$ cat config.mk
export PLATFORM = sky130hd
export DESIGN_NAME = i2c_follower
export DESIGN_NICKNAME = d
export VERILOG_FILES = /design/src/rtl/i2c_pkg.sv /design/src/rtl/i2c_line_filter.sv /design/src/rtl/i2c_follower.sv
export SDC_FILE = /design/constraint.sdc
export NUM_CORES = 1
export LEC_CHECK = 0
export CAP_MARGIN = 10
export CORE_MARGIN = 2
export CORE_UTILIZATION = 41
export DETAILED_ROUTE_END_ITERATION = 7
export GPL_TIMING_DRIVEN = 0
export SYNTH_ARGS = -nofsm -noshare
export SYNTH_HDL_FRONTEND = slang
export SYNTH_SLANG_ARGS = --single-unit
$ cat constraint.sdc
create_clock -name CLK_50MHz -period 2.8 [get_ports CLK_50MHz]
set_input_delay 0.28 -clock CLK_50MHz [delete_from_list [all_inputs] [get_ports CLK_50MHz]]
set_output_delay 0.28 -clock CLK_50MHz [all_outputs]
set_load 0.03 [all_outputs]
$ cat src/rtl/i2c_pkg.sv
// Shared I2C definitions for the EEPROM follower and its leader:
// protocol state encoding, default device address and ACK levels.
package i2c_pkg;

    typedef enum logic [3:0] {
        ST_IDLE,
        ST_DEV_ADDR,
        ST_DEV_ACK,
        ST_ADDR_HI,
        ST_ACK_HI,
        ST_ADDR_LO,
        ST_ACK_LO,
        ST_WR_DATA,
        ST_WR_ACK,
        ST_RD_LOAD,
        ST_RD_DATA,
        ST_RD_ACK
    } i2c_state_t;

    localparam logic [6:0] DEV_ADDR_DEFAULT = 7'b1010000;
    localparam logic       I2C_ACK          = 1'b0;
    localparam logic       I2C_NACK         = 1'b1;

    // Receive state that follows each follower-driven ACK slot on the write path.
    function automatic i2c_state_t ack_next(input i2c_state_t s);
        case (s)
            ST_DEV_ACK: return ST_ADDR_HI;
            ST_ACK_HI:  return ST_ADDR_LO;
            ST_ACK_LO:  return ST_WR_DATA;
            ST_WR_ACK:  return ST_WR_DATA;
            default:    return ST_IDLE;
        endcase
    endfunction

endpackage

$ cat src/rtl/i2c_line_filter.sv
// Two-flop synchroniser plus stability filter for one I2C line; emits the
// filtered level and single-cycle rise/fall pulses aligned with it.
module i2c_line_filter #(
    parameter int FILT = 4
) (
    input  logic clk,
    input  logic rst,
    input  logic raw,
    output logic level,
    output logic rise,
    output logic fall
);

    localparam int CW = (FILT > 1) ? $clog2(FILT) : 1;

    logic [1:0]    sync_q;
    logic [CW-1:0] cnt_q;

    // Idle bus is high, so everything resets to 1 to avoid a spurious edge.
    always_ff @(posedge clk or posedge rst) begin
        if (rst) begin
            sync_q <= 2'b11;
            cnt_q  <= '0;
            level  <= 1'b1;
            rise   <= 1'b0;
            fall   <= 1'b0;
        end else begin
            sync_q <= {sync_q[0], raw};
            rise   <= 1'b0;
            fall   <= 1'b0;
            if (sync_q[1] == level) begin
                cnt_q <= '0;
            end else if (cnt_q == CW'(FILT - 1)) begin
                cnt_q <= '0;
                level <= sync_q[1];
                rise  <= sync_q[1];
                fall  <= ~sync_q[1];
            end else begin
                cnt_q <= cnt_q + CW'(1);
            end
        end
    end

endmodule

$ cat src/rtl/i2c_follower.sv
// I2C target emulating a 24LC256-style EEPROM over an external synchronous
// byte RAM: page writes, current/random/sequential reads, open-drain SDA.
module i2c_follower
    import i2c_pkg::*;
#(
    parameter logic [6:0] DEV_ADDR = DEV_ADDR_DEFAULT,
    parameter int         ADDR_W   = 15,
    parameter int         PAGE_W   = 6,
    parameter int         FILT     = 4
) (
    input  logic              CLK_50MHz,
    input  logic              RST,
    input  logic              SCL_in,
    input  logic              SDA_in,
    output logic              SDA_oe,
    input  logic              WP,
    output logic [ADDR_W-1:0] mem_addr,
    output logic [7:0]        mem_wdata,
    output logic              mem_we,
    output logic              mem_re,
    input  logic [7:0]        mem_rdata,
    output logic              busy,
    output i2c_state_t        dbg_state
);

    logic scl, scl_rise, scl_fall;
    logic sda, sda_rise, sda_fall;

    i2c_line_filter #(.FILT(FILT)) u_scl_filt (
        .clk(CLK_50MHz), .rst(RST), .raw(SCL_in),
        .level(scl), .rise(scl_rise), .fall(scl_fall)
    );

    i2c_line_filter #(.FILT(FILT)) u_sda_filt (
        .clk(CLK_50MHz), .rst(RST), .raw(SDA_in),
        .level(sda), .rise(sda_rise), .fall(sda_fall)
    );

    logic start_det, stop_det;
    assign start_det = sda_fall & scl;
    assign stop_det  = sda_rise & scl;

    i2c_state_t        state_q, state_d;
    logic [3:0]        bit_cnt_q, bit_cnt_d;
    logic [7:0]        shift_q, shift_d;
    logic [7:0]        hi_q, hi_d;
    logic [ADDR_W-1:0] ptr_q, ptr_d;
    logic              rw_q, rw_d;
    logic [1:0]        load_q, load_d;
    logic              sda_oe_q, sda_oe_d;
    logic              busy_q, busy_d;
    logic [ADDR_W-1:0] mem_addr_q, mem_addr_d;
    logic [7:0]        mem_wdata_q, mem_wdata_d;
    logic              mem_we_q, mem_we_d;
    logic              mem_re_q, mem_re_d;
    logic [7:0]        rx_byte;
    logic              byte_done;

    always_ff @(posedge CLK_50MHz or posedge RST) begin
        if (RST) begin
            state_q     <= ST_IDLE;
            bit_cnt_q   <= '0;
            shift_q     <= '0;
            hi_q        <= '0;
            ptr_q       <= '0;
            rw_q        <= 1'b0;
            load_q      <= '0;
            sda_oe_q    <= 1'b0;
            busy_q      <= 1'b0;
            mem_addr_q  <= '0;
            mem_wdata_q <= '0;
            mem_we_q    <= 1'b0;
            mem_re_q    <= 1'b0;
        end else begin
            state_q     <= state_d;
            bit_cnt_q   <= bit_cnt_d;
            shift_q     <= shift_d;
            hi_q        <= hi_d;
            ptr_q       <= ptr_d;
            rw_q        <= rw_d;
            load_q      <= load_d;
            sda_oe_q    <= sda_oe_d;
            busy_q      <= busy_d;
            mem_addr_q  <= mem_addr_d;
            mem_wdata_q <= mem_wdata_d;
            mem_we_q    <= mem_we_d;
            mem_re_q    <= mem_re_d;
        end
    end

    always_comb begin
        state_d     = state_q;
        bit_cnt_d   = bit_cnt_q;
        shift_d     = shift_q;
        hi_d        = hi_q;
        ptr_d       = ptr_q;
        rw_d        = rw_q;
        load_d      = load_q;
        sda_oe_d    = sda_oe_q;
        busy_d      = busy_q;
        mem_addr_d  = mem_addr_q;
        mem_wdata_d = mem_wdata_q;
        mem_we_d    = 1'b0;
        mem_re_d    = 1'b0;
        rx_byte     = {shift_q[6:0], sda};
        byte_done   = scl_rise && (bit_cnt_q == 4'd7);

        // Bus conditions override whatever the byte engine is doing.
        if (stop_det) begin
            state_d  = ST_IDLE;
            sda_oe_d = 1'b0;
            busy_d   = 1'b0;
        end else if (start_det) begin
            state_d   = ST_DEV_ADDR;
            bit_cnt_d = '0;
            sda_oe_d  = 1'b0;
        end else begin
            unique case (state_q)
                ST_IDLE: ;
                ST_DEV_ADDR, ST_ADDR_HI, ST_ADDR_LO, ST_WR_DATA: begin
                    if (scl_rise) begin
                        shift_d   = rx_byte;
                        bit_cnt_d = bit_cnt_q + 4'd1;
                    end
                    if (byte_done) begin
                        case (state_q)
                            ST_DEV_ADDR: begin
                                if (rx_byte[7:1] == DEV_ADDR) begin
                                    state_d = ST_DEV_ACK;
                                    busy_d  = 1'b1;
                                    rw_d    = rx_byte[0];
                                end else begin
                                    state_d = ST_IDLE;
                                    busy_d  = 1'b0;
                                end
                            end
                            ST_ADDR_HI: begin
                                hi_d    = rx_byte;
                                state_d = ST_ACK_HI;
                            end
                            ST_ADDR_LO: begin
                                ptr_d   = ADDR_W'({hi_q, rx_byte});
                                state_d = ST_ACK_LO;
                            end
                            default: begin
                                mem_wdata_d = rx_byte;
                                mem_addr_d  = ptr_q;
                                mem_we_d    = ~WP;
                                ptr_d       = {ptr_q[ADDR_W-1:PAGE_W],
                                               ptr_q[PAGE_W-1:0] + PAGE_W'(1)};
                                state_d     = ST_WR_ACK;
                            end
                        endcase
                    end
                end
                // First SCL fall pulls the ACK, the second one releases it.
                ST_DEV_ACK, ST_ACK_HI, ST_ACK_LO, ST_WR_ACK: begin
                    if (scl_fall) begin
                        if (!sda_oe_q) begin
                            sda_oe_d = 1'b1;
                            if (state_q == ST_DEV_ACK && rw_q) begin
                                state_d = ST_RD_LOAD;
                                load_d  = '0;
                            end
                        end else begin
                            sda_oe_d  = 1'b0;
                            bit_cnt_d = '0;
                            state_d   = ack_next(state_q);
                        end
                    end
                end
                // Strobe, let the RAM register its output, then capture.
                ST_RD_LOAD: begin
                    if (load_q == 2'd0) begin
                        mem_re_d   = 1'b1;
                        mem_addr_d = ptr_q;
                        load_d     = 2'd1;
                    end else if (load_q == 2'd1) begin
                        load_d = 2'd2;
                    end else begin
                        shift_d   = mem_rdata;
                        ptr_d     = ptr_q + ADDR_W'(1);
                        load_d    = '0;
                        bit_cnt_d = '0;
                        state_d   = ST_RD_DATA;
                    end
                end
                ST_RD_DATA: begin
                    if (scl_fall) begin
                        if (bit_cnt_q == 4'd8) begin
                            sda_oe_d = 1'b0;
                            state_d  = ST_RD_ACK;
                        end else begin
                            sda_oe_d  = ~shift_q[7];
                            shift_d   = {shift_q[6:0], 1'b0};
                            bit_cnt_d = bit_cnt_q + 4'd1;
                        end
                    end
                end
                ST_RD_ACK: begin
                    if (scl_rise) begin
                        if (sda == I2C_ACK) begin
                            state_d = ST_RD_LOAD;
                            load_d  = '0;
                        end else begin
                            state_d  = ST_IDLE;
                            sda_oe_d = 1'b0;
                            busy_d   = 1'b0;
                        end
                    end
                end
                default: state_d = ST_IDLE;
            endcase
        end
    end

    assign SDA_oe    = sda_oe_q;
    assign busy      = busy_q;
    assign mem_addr  = mem_addr_q;
    assign mem_wdata = mem_wdata_q;
    assign mem_we    = mem_we_q;
    assign mem_re    = mem_re_q;
    assign dbg_state = state_q;

endmodule

==> results.sh, run 1 <==
export IMPL_min_period_over_period_pct=83.8
export IMPL_maxCapViolCount=0
export IMPL_dpl_cell_area_um2=4980
export IMPL_synth_ff_type="dfrtp_1"
export IMPL_max_freq_ghz=0.426
export IMPL_grt_pass1_wl_um=17500
export IMPL_grt_overflow=0
export IMPL_vdd_drop_max_mv=0.357
export IMPL_power_density_nw_per_um2=930
export IMPL_hold_ws_ns=0.261
export IMPL_postCtsSetupRepairBufs=0
export IMPL_maxSlewHeadroom_pct=55.5
export IMPL_setup_violations=0
export IMPL_vias=3546
export IMPL_yosys_top_cells_area="dfrtp_1 (44%), mux2_2 (5.4%), nand2_1 (4.2%), dfstp_2 (3.6%), o21ai_0 (3.6%)"
export IMPL_antenna_found_initial=0
export IMPL_grt_start_max_net_pins=58
export IMPL_rows=37
export IMPL_slew_violations=0
export IMPL_cts_tree="done"
export IMPL_p_leak_nw=2.20
export IMPL_crit_type="reg2reg"
export IMPL_final_hold_viol_count=0
export IMPL_final_area_um2=5190
export IMPL_dpl_cell_count=617
export IMPL_finalSetupTns_ns=0
export IMPL_viasPerCell=5.60
export IMPL_wire_per_inst_um=16.8
export IMPL_synth_async_sr_flop_share_pct=100
export IMPL_syn_num_nets=455
export IMPL_first_global_vias=3389
export IMPL_synth_seq_area_share_pct=47.3
export IMPL_clk_latency_ns=0.35
export IMPL_rrSetupSlack_ns=0.45
export IMPL_syn_to_final_growth_pct=19.4
export IMPL_antenna_left=0
export IMPL_drt_total_wl_um=10700
export IMPL_dpl_worst_slack_ns=0.491
export IMPL_clk_path_buf_depth=2
export IMPL_clkTransAtPathRegs_ns=0.10
export IMPL_avgSynthCellArea_um2=9.96
export IMPL_stdcell_count=633
export IMPL_min_path_type="in2async"
export IMPL_crit_fanout=10
export IMPL_startpoint_type="flip-flop"
export IMPL_yosys_area_top_type_share_pct=43.7
export IMPL_reg2reg_to="ptr_q[6]"
export IMPL_place_gp_congestion=0.899
export IMPL_power_mw=4.83
export IMPL_cts_resized=0
export IMPL_synth_distinct_cells=69
export IMPL_yosys_area_top_type="dfrtp_1"
export IMPL_r2r_start="u_sda_filt.rise"
export IMPL_grt_usage_pct=19.4
export IMPL_finClkSkew_ns=0.0192
export IMPL_cts_root_buffer="clkbuf_8"
export IMPL_worst_slack_ns=0.453
export IMPL_yosysWarnings=0
export IMPL_io_buffer_count=43
export IMPL_r2r_cells=7
export IMPL_final_util_pct=50.3
export IMPL_crit_required_ns=3.03
export IMPL_synth_most_common_cell="dfrtp_1"
export IMPL_netlist_area_um2=4350
export IMPL_cts_hold_buf=0
export IMPL_initial_core_util_pct=42.2
export IMPL_critPathArrivalTime_ns=2.57
export IMPL_place_hpwl_um=7810
export IMPL_drcViolationCount=0
export IMPL_die_width_um=107
export IMPL_pin_count=44
export IMPL_die_h_um=107
export IMPL_rsz0062_at_grt="no"
export IMPL_synth_commonest_cells="dfrtp_1 (76), nand2_1 (49), nor2_1 (34), o21ai_0 (31), a21oi_1 (22)"
export IMPL_fp_coreArea_um2=10300
export IMPL_drive_gt1_share_pct=16.5
export IMPL_cp_end_kind="flip-flop"
export IMPL_worstMarginPinSlew_ns=0.662
export IMPL_clock_sinks=82
export IMPL_drtPass1Iterations=5
export IMPL_synth_edff_count=0
export IMPL_endpoint="ptr_q[6]"
export IMPL_htree_levels=3
export IMPL_synth_seq_cells=82
export IMPL_num_nets_final=510
export IMPL_cts_buffers=9
export IMPL_fin_crit_ns=2.35
export IMPL_dieArea_um2=11500
export IMPL_crit_start="u_sda_filt.rise"
export IMPL_syn_inst=437
export IMPL_status="finished clean"
export IMPL_first_iter_violations=282
export IMPL_num_antenna_cells=0
[critical path, stage by stage (launching register included)]
cell	delay, ns
dfrtp_1	0.43
o21ai_1	0.52
o211ai_1	0.22
or2_1	0.30
clkbuf_1	0.21
clkbuf_1	0.25
o21ai_0	0.21
o21ai_0	0.10
[per-layer routing]
| layer | vias up | global-route usage (%) | share of wire [%] |
|---|---|---|---|
| met2 | 122 | 30.2 | 46 |
| met4 | 0 | 5.75 | 1.3 |
| met5 | - | 0 | 0 |
| met1 | 1709 | 27.9 | 48 |
| met3 | 12 | 2.86 | 4.3 |
| li1 | 1703 | - | - |
[sequential cells by signal, indices dropped and copies added, names as in the netlist, 4 cells and up]
register and cells:
dbg_state 4, shift_q 8, hi_q 7, mem_wdata 8
bit_cnt_q 4, mem_addr 15, ptr_q 15
[layout by cell type, fill, tap and decap left out, drive strengths merged, types with 3 or more instances in the layout]
cell and n:
a211oi 4, nand4 7, mux2 31, o22ai 4, or3 7, nor3b 4
nand3 11, dfstp 6, a32oi 4, nor4 5, nor2b 8, and2 3
ha 5, a2bb2oi 3, and3 3, clkinv 4, o211ai 5, and4bb 4
dfrtp 76, clkdlybuf4s50 43, nor3 6, nor4b 3, o32ai 3, a21oi 23
mux2i 3, or2 4, nor2 34, inv 14, nand3b 3, buf 15
a31oi 16, o21ai 32, clkbuf 24, nand2 49
[cells by family after synthesis]
group / after synthesis / share of synthesized area [%]
buf+inv: 42 / 4.74
xor+xnor: 3 / 0.604
compound gates: 112 / 16.7
mux: 34 / 9.57
simple gates: 159 / 19.6
fa+ha+maj: 5 / 1.44
flops: 82 / 47.3
[how the worst min path moves through the flow]
| stage | slack, ns | to | from |
|---|---|---|---|
| after global placement | 0.35 | u_scl_filt.sync_q[1] | u_scl_filt.sync_q[0] |
| after global routing | 0.30 | mem_wdata[1] | RST |
| final | 0.26 | mem_wdata[1] | RST |
| after floorplan | 0.28 | u_scl_filt.sync_q[0] | SCL_in |
| after detailed placement | 0.35 | u_sda_filt.sync_q[1] | u_sda_filt.sync_q[0] |
| after CTS | 0.25 | mem_wdata[1] | RST |
[area by class of cell]
| type | count | area (um^2) |
|---|---|---|
| multi-input cells | 313 | 2090 |
| clock inverters | 6 | 75.1 |
| inverters | 14 | 55.1 |
| plain buffers | 28 | 154 |
| repair buffers | 44 | 458 |
| flip-flops and latches | 82 | 2060 |
| well taps | 136 | 170 |
| fillers | 960 | 5130 |
| clock buffers | 10 | 138 |
[power by group]
part           internal (mW)  total, mW  switching, mW
sequential              1.45       1.71          0.267
combinational          0.903       2.21           1.30
clock                  0.448      0.908          0.460
total                   2.80       4.83           2.03
(Power assumes the default switching activity.)
==> inputs of run 2 (changes only) <==
- clock period: 2.8 -> 2.1 ns (I/O delays scaled with it)
==> run 2 against run 1 <==
  * The flow now finishes with violations (setup timing)
  * Wire length increased by 3.4%
  * Register-to-register slack got worse by 0.48 ns
  * Die area unchanged
  * Non-clock buffer count increased by 7
  * Highest routed layer unchanged
==> results.sh, run 2 (synthesized netlist as in run 1, its figures left out) <==
export IMPL_status="finished, violations left"
export IMPL_violations="setup timing"
export IMPL_rrSetupSlack_ns=-0.03
export IMPL_num_nets_final=517
export IMPL_setup_violations=10
export IMPL_io_buffer_count=43
export IMPL_clkTransAtPathRegs_ns=0.09
export IMPL_worstMarginPinSlew_ns=0.524
export IMPL_min_path_type="in2async"
export IMPL_power_density_nw_per_um2=1260
export IMPL_crit_start="dbg_state[1]"
export IMPL_final_area_um2=5450
export IMPL_viasPerCell=5.65
export IMPL_p_leak_nw=2.31
export IMPL_grt_start_max_net_pins=43
export IMPL_grt_pass1_wl_um=18400
export IMPL_cpPeakStageDelay_ns=0.42
export IMPL_vdd_drop_max_mv=0.493
export IMPL_cts_buffers=9
export IMPL_grt_usage_pct=20.5
export IMPL_place_gp_congestion=0.886
export IMPL_drtPass1Iterations=5
export IMPL_wire_per_inst_um=17.2
export IMPL_rsz0062_at_grt="yes"
export IMPL_clk_latency_ns=0.37
export IMPL_grt_overflow=0
export IMPL_power_mw=6.88
export IMPL_min_period_over_period_pct=101
export IMPL_htree_levels=3
export IMPL_finClkSkew_ns=0.0182
export IMPL_cts_tree="done"
export IMPL_startpoint_type="flip-flop"
export IMPL_maxCapViolCount=0
export IMPL_drcViolationCount=0
export IMPL_drt_total_wl_um=11000
export IMPL_antenna_found_initial=0
export IMPL_cts_root_buffer="clkbuf_8"
export IMPL_dpl_cell_area_um2=5000
export IMPL_crit_fanout=10
export IMPL_drive_gt1_share_pct=24.0
export IMPL_dpl_cell_count=618
export IMPL_slew_violations=0
export IMPL_cp_end_kind="flip-flop"
export IMPL_layout_commonest_cell="dfrtp_1"
export IMPL_cts_hold_buf=0
export IMPL_clock_sinks=82
export IMPL_fin_crit_ns=2.13
export IMPL_finalSetupTns_ns=-0.209
export IMPL_final_hold_viol_count=0
export IMPL_antenna_left=0
export IMPL_syn_to_final_growth_pct=25.3
export IMPL_dieArea_um2=11500
export IMPL_rows=37
export IMPL_critPathArrivalTime_ns=2.38
export IMPL_first_iter_violations=294
export IMPL_num_antenna_cells=0
export IMPL_stdcell_count=640
export IMPL_crit_type="reg2reg"
export IMPL_hold_ws_ns=0.236
export IMPL_clk_path_buf_depth=2
export IMPL_place_hpwl_um=7760
export IMPL_initial_core_util_pct=42.2
export IMPL_die_width_um=107
export IMPL_reg2reg_to="mem_addr[5]"
export IMPL_r2r_start="dbg_state[1]"
export IMPL_maxSlewHeadroom_pct=65.0
export IMPL_cpMaxStageDelayCell="dfrtp_2"
export IMPL_final_cell_mix="dfrtp_1 (73), nand2_1 (48), clkdlybuf4s50_1 (43)"
export IMPL_r2r_cells=6
export IMPL_dpl_worst_slack_ns=-0.233
export IMPL_vias=3615
export IMPL_die_h_um=107
export IMPL_path_cells="buf_6 > or3b_4 > or3_4 > a21oi_4 > buf_12 > mux2_4"
export IMPL_max_freq_ghz=0.470
export IMPL_fp_coreArea_um2=10300
export IMPL_final_util_pct=52.8
export IMPL_crit_required_ns=2.35
export IMPL_first_global_vias=3481
export IMPL_worst_slack_ns=-0.0267
export IMPL_pin_count=44
## run 2: cell types whose count changed in the layout (fill, tap and decap cells not counted), sizes merged
cell / before / now
bufinv: 1 / 2
inv: 14 / 16
buf: 15 / 25
clkbuf: 24 / 20
clkinv: 4 / 2
## run 2: per-layer routing
metal,track usage [%],part of all wire (%)
met5,0,0
met3,3.16,4.9
met2,30.9,46
met4,7.88,2.1
met1,29.7,47
## run 2: cell type report
type	instances	area, um^2
plain buffers	23	155
clock buffers	9	124
clock inverters	7	109
fillers	954	4870
inverters	14	57.6
multi-input cells	313	2180
flip-flops and latches	82	2060
well taps	136	170
repair buffers	56	591
## run 2: worst max path at each step
stage	to	depth (start not counted)	slack, ns
after global placement	ptr_q[6]	7	-0.23
after floorplan	mem_addr[0]	6	-0.09
after CTS	mem_addr[5]	6	-0.04
after global routing	mem_addr[1]	6	-0.07
final	mem_addr[5]	6	-0.03
after detailed placement	ptr_q[6]	7	-0.23
## run 2: repair_timing
item	4_1_cts	5_1_grt
gates resized for setup	17	26
gates cloned	0	0
pin swaps	7	6
endpoints found under the setup margin	43	49
setup buffers	7	4
## run 2: power breakdown
group          internal (mW)  leakage, nW  switching, mW
logic                   1.40         1.14           1.81
clock network          0.697        0.118          0.655
registers               1.93         1.05          0.393
total                   4.03         2.31           2.86
## run 2: worst max-delay path: cells and delay by family (launching register included)
| kind | cells | cell delay, ns |
|---|---|---|
| buffers and inverters | 2 | 0.31 |
| DFF | 1 | 0.42 |
| muxes | 1 | 0.30 |
| and+or+nand+nor | 2 | 0.76 |
| AOI/OAI and AO/OA | 1 | 0.21 |
